## src/rtl/aes_pkg.sv

```systemverilog
// Shared AES constants and types for the key schedule and the round datapath.
package aes_pkg;

  localparam int AES_NR = 10;

  typedef logic [31:0]  aes_word_t;
  typedef logic [127:0] aes_block_t;

  typedef enum logic {IDLE, EMIT} ksx_state_t;

  localparam logic [7:0] RCON [1:10] = '{
    8'h01, 8'h02, 8'h04, 8'h08, 8'h10, 8'h20, 8'h40, 8'h80, 8'h1b, 8'h36
  };

endpackage

```

## src/rtl/SBox.sv

```systemverilog
// AES byte substitution: multiplicative inverse in GF(2^8) followed by the affine map.
module SBox (
  input  logic [7:0] din,
  output logic [7:0] dout
);

  function automatic logic [7:0] gf_mul(input logic [7:0] a, input logic [7:0] b);
    logic [7:0] p;
    logic [7:0] x;
    p = 8'h00;
    x = a;
    for (int i = 0; i < 8; i++) begin
      if (b[i]) p = p ^ x;
      x = {x[6:0], 1'b0} ^ (x[7] ? 8'h1b : 8'h00);
    end
    return p;
  endfunction

  // a^254 is the inverse for a != 0 and yields 0 for a == 0, as AES requires
  function automatic logic [7:0] gf_inv(input logic [7:0] a);
    logic [7:0] sq;
    logic [7:0] r;
    sq = gf_mul(a, a);
    r  = sq;
    for (int i = 2; i < 8; i++) begin
      sq = gf_mul(sq, sq);
      r  = gf_mul(r, sq);
    end
    return r;
  endfunction

  function automatic logic [7:0] rotl8(input logic [7:0] v, input int n);
    return (v << n) | (v >> (8 - n));
  endfunction

  logic [7:0] inv;

  always_comb begin
    inv  = gf_inv(din);
    dout = inv ^ rotl8(inv, 1) ^ rotl8(inv, 2) ^ rotl8(inv, 3) ^ rotl8(inv, 4) ^ 8'h63;
  end

endmodule

```

## src/rtl/aes_sub_word.sv

```systemverilog
// Byte-wise S-box substitution of one 32-bit word (SubWord / one column of SubBytes).
module aes_sub_word
  import aes_pkg::*;
(
  input  aes_word_t din,
  output aes_word_t dout
);

  for (genvar b = 0; b < 4; b++) begin : g_sbox
    SBox u_sbox (
      .din  (din[8*b +: 8]),
      .dout (dout[8*b +: 8])
    );
  end

endmodule

```

## src/rtl/aes_key_expand.sv

```systemverilog
// Iterative AES-128 key schedule: emits round keys 0..10 over a valid/ready handshake.
module aes_key_expand
  import aes_pkg::*;
#(
  parameter int NUM_ROUNDS = AES_NR
) (
  input  logic         clk,
  input  logic         rst,
  input  logic         start,
  input  logic [127:0] key_in,
  input  logic         rk_ready,
  output logic         rk_valid,
  output logic [3:0]   rk_index,
  output logic [127:0] round_key,
  output logic         busy,
  output logic         done
);

  ksx_state_t state;
  aes_block_t key_p0;
  logic [3:0] idx_p0;

  aes_word_t  w0, w1, w2, w3;
  aes_word_t  rot_w, sub_w, t_w;
  aes_word_t  n0, n1, n2, n3;
  logic [7:0] rcon;

  assign {w0, w1, w2, w3} = key_p0;
  assign rot_w = {w3[23:0], w3[31:24]};

  aes_sub_word u_sub_word (
    .din  (rot_w),
    .dout (sub_w)
  );

  // Rcon for the key being produced is selected by the index of the key it derives from
  always_comb begin
    rcon = 8'h00;
    if (idx_p0 < 4'(NUM_ROUNDS)) rcon = RCON[idx_p0 + 4'd1];
  end

  assign t_w = sub_w ^ {rcon, 24'h000000};
  assign n0  = w0 ^ t_w;
  assign n1  = w1 ^ n0;
  assign n2  = w2 ^ n1;
  assign n3  = w3 ^ n2;

  // ---- stage p0: key register and control, updated on the handshake edge ----
  always_ff @(posedge clk) begin
    if (rst) begin
      state    <= IDLE;
      key_p0   <= '0;
      idx_p0   <= '0;
      rk_valid <= 1'b0;
      busy     <= 1'b0;
      done     <= 1'b0;
    end else begin
      done <= 1'b0;
      case (state)
        IDLE: begin
          if (start) begin
            key_p0   <= key_in;
            idx_p0   <= '0;
            rk_valid <= 1'b1;
            busy     <= 1'b1;
            state    <= EMIT;
          end
        end
        EMIT: begin
          if (rk_ready) begin
            if (idx_p0 == 4'(NUM_ROUNDS)) begin
              rk_valid <= 1'b0;
              busy     <= 1'b0;
              done     <= 1'b1;
              state    <= IDLE;
            end else begin
              key_p0 <= {n0, n1, n2, n3};
              idx_p0 <= idx_p0 + 4'd1;
            end
          end
        end
        default: state <= IDLE;
      endcase
    end
  end

  assign round_key = key_p0;
  assign rk_index  = idx_p0;

endmodule

```

## config.mk

```make
export PLATFORM = sky130hd
export DESIGN_NAME = aes_key_expand
export DESIGN_NICKNAME = d
export VERILOG_FILES = /design/src/rtl/aes_pkg.sv /design/src/rtl/SBox.sv /design/src/rtl/aes_sub_word.sv /design/src/rtl/aes_key_expand.sv
export SDC_FILE = /design/constraint.sdc
export NUM_CORES = 2
export LEC_CHECK = 0
export CAP_MARGIN = 25
export CORE_MARGIN = 10
export CORE_UTILIZATION = 42
export CTS_CLUSTER_DIAMETER = 40
export DETAILED_ROUTE_END_ITERATION = 7
export GPL_TIMING_DRIVEN = 0
export PLACE_DENSITY_LB_ADDON = 0.15
export SYNTH_ARGS = -nofsm -noshare
export SYNTH_HDL_FRONTEND = slang
export SYNTH_SLANG_ARGS = --single-unit
export TNS_END_PERCENT = 30
```

## constraint.sdc

```tcl
create_clock -name clk -period 18.6 [get_ports clk]
set_input_delay 3.72 -clock clk [delete_from_list [all_inputs] [get_ports clk]]
set_output_delay 3.72 -clock clk [all_outputs]
set_load 0.03 [all_outputs]
```

==> summary.txt <==
total CTS buffers = 17
endpoints failing setup = 0
DR vias = 65,827
multi-input gate area in the final layout = 61,200 µm²
Avg Synthesized Cell Area = 7.56 µm²
Reg clk slew, reported paths = 0.06 ns
H-tree lvl count = 4
sequential-to-total area share from yosys stat = 0.0410
required time worst endpoint = 18.90 ns
worst-case clock buffer depth = 2
Filler Cell Count = 15,888
Max-Cap Viols = 0
HP Class = reg2reg
yosys synthesis warning count = 0
Tmin final = 17.88 ns
kind of critical path = reg2reg
crit path DAT = 18.18 ns
register bit total from synthesis = 135
first-pass GRT wire length = 389,000 µm
first-iteration detailed-routing DRC count = 6,775
ys async rst share = 0
P&R area growth vs syn = 11.3%
CP max stage delay = 0.64 ns
DRT Pass-1 Iters = 7
Max Clock Skew = 0.0124 ns
slowest CP cell = xnor3_2
syn nets = 8,864
Starting Density = 0.422
Routed WL = 258,000 µm
Mapped Area = 65,900 µm²
GR Util All Layers = 0.280
GRT overflow = 0
root buffer cell = clkbuf_16
WL/cell = 23.2 µm
fin area = 73,300 µm²
largest net degree at the start of global routing = 20
Via density = 5.92
Die Span Y = 416 µm
crit start category = flip-flop
ys flop type = dfxtp_1
non-filler cells, final = 11,118
Buffers on Ports = 265
number of global-route vias before repair = 61,993
Final period util = 0.961
Placed Area = 71,300 µm²
share of layout cells above drive strength 1 = 0.0816
distinct cell type count of the synthesized netlist = 122
initial antenna violation count = 13
clk_lat worst skew = 0.45 ns
I/O pins = 267
DP HPWL = 202,000 µm
met1 Usage GRT = 0.361
Register Area = 2710 µm²
ANT nets after route = 0
EDFF count, synth = 0
Cells after DPL = 11,054
CP most frequent cell = xnor3_1
DRC viols = 0
Worst-Margin Slew = 1.19 ns
met2 usage = 0.460
crit path max fanout = 10
die area = 173,000 µm²
Slew Limit Fails = 0
RSZ-0062 raised after global routing = yes
clk sink count = 135
GR Util met3 = 0.0232
Placer Congestion = 0.972
row cnt = 145
Final Hold Vio Count = 0
layer with the highest usage = met2
slew margin rel. = 0.208
Synth Instances = 8,708
maximum clock rate = 55.9 MHz
CTS tree = yes
Final nets = 9,191
Die X = 416 µm
outcome = completed
Core Area = 156,000 µm²
critical path capture point type = flip-flop
## what timing repair did
action,4_1_cts,5_1_grt
hold buffers,0,0
setup endpoints to repair,128,128
resized for setup,58,188
cloned,0,0
buffers inserted,8,14
pin swaps,3,9
## cell type report
class	instances	share of cell area
Multi-Input combinational cell	7839	0.835
Timing Repair Buffer	316	0.0418
Sequential cell	135	0.0369
Buffer	605	0.0359
Tap cell	2058	0.0351
Clock buffer	22	0.00633
Inverter	121	0.00627
Clock inverter	9	0.00171
Antenna cell	13	0.000444
## layer usage
metal / share of wire / vias to the layer above
met2: 0.46 / 2731
met1: 0.41 / 31831
met5: 0.00032 / -
met4: 0.065 / 4
li1: - / 30798
met3: 0.062 / 463
## per-stage QoR
stage | worst slack [ns] | hold slack [ns] | util | setup TNS [ns]
floorplan | 2.07 | 0.599 | - | 0
global placement | -2.07 | 0.473 | 0.456 | -123.89
detailed placement | -1.71 | 0.488 | 0.457 | -105.89
CTS | 0.0149 | 0.495 | 0.463 | 0
global route | -0.0567 | 0.530 | 0.470 | -0.161
finish | 0.719 | 0.497 | 0.470 | 0
## worst max-delay path: cells and delay by family (launching register included)
family / cells / cell delay, ns
multiplexers: 3 / 1.04
flip-flops: 1 / 0.48
AO/OA/AOI/OAI: 6 / 1.34
AND/OR/NAND/NOR: 6 / 0.72
XOR/XNOR: 31 / 12.40
adder cells (fa/ha/maj): 1 / 0.54
buffers and inverters: 5 / 1.17
## cell usage in the layout, fill, tap and decap left out, types with 77 or more instances in the layout
| cell type | count |
|---|---|
| xnor3_1 | 394 |
| nand2_1 | 891 |
| nor3_1 | 244 |
| xnor2_2 | 147 |
| a211oi_1 | 78 |
| a21oi_1 | 517 |
| buf_4 | 77 |
| a31oi_1 | 99 |
| o21ai_0 | 380 |
| mux2i_1 | 207 |
| nor2_1 | 1251 |
| xnor2_1 | 1526 |
| dfxtp_1 | 131 |
| o22ai_1 | 93 |
| inv_1 | 99 |
| clkbuf_1 | 361 |
| nand3_1 | 193 |
| xor2_1 | 388 |
| clkdlybuf4s50_1 | 265 |
| buf_2 | 117 |
## cells in the mapped netlist, drive strengths merged, types with 81 or more instances
library cell / n / share of area
a31oi: 103 / 0.010
nand3: 193 / 0.015
buf: 217 / 0.017
clkbuf: 396 / 0.023
nor3: 249 / 0.019
nand2: 894 / 0.051
o22ai: 96 / 0.0093
a21oi: 524 / 0.040
xor2: 451 / 0.066
a211oi: 81 / 0.0094
xnor3: 430 / 0.15
xnor2: 1702 / 0.24
o21ai: 421 / 0.032
dfxtp: 135 / 0.041
inv: 110 / 0.0063
mux2i: 211 / 0.032
nor2: 1260 / 0.072
## kinds of logic (layout without fill, tap and decap cells)
logic type | after synthesis | count (layout) | synth area share
buffers and inverters | 734 | 1073 | 0.0465
multiplexers | 265 | 265 | 0.0422
flip-flops | 135 | 135 | 0.0410
AND/OR/NAND/NOR | 3027 | 3027 | 0.200
AO/OA/AOI/OAI | 1864 | 1864 | 0.184
XOR/XNOR | 2659 | 2659 | 0.482
other | 0 | 13 | 0
adder cells (fa/ha/maj) | 24 | 24 | 0.00456
## state kept, by name, summed over array words and instances (netlist names)
name / cells
done: 1
rk_index: 4
round_key: 128
busy: 1
state: 1
## worst paths after layout
path             startpoint             end  slack (ns)  depth (start not counted)
min reg2reg  round_key[103]  round_key[103]        0.50                          2
max            round_key[6]    round_key[9]        0.72                         52
min          round_key[103]  round_key[103]        0.50                          2
max reg2reg    round_key[6]    round_key[9]        0.72                         52
Power is not shown: default switching activity piles up to over one toggle a cycle in this logic, so the estimate is an artifact.
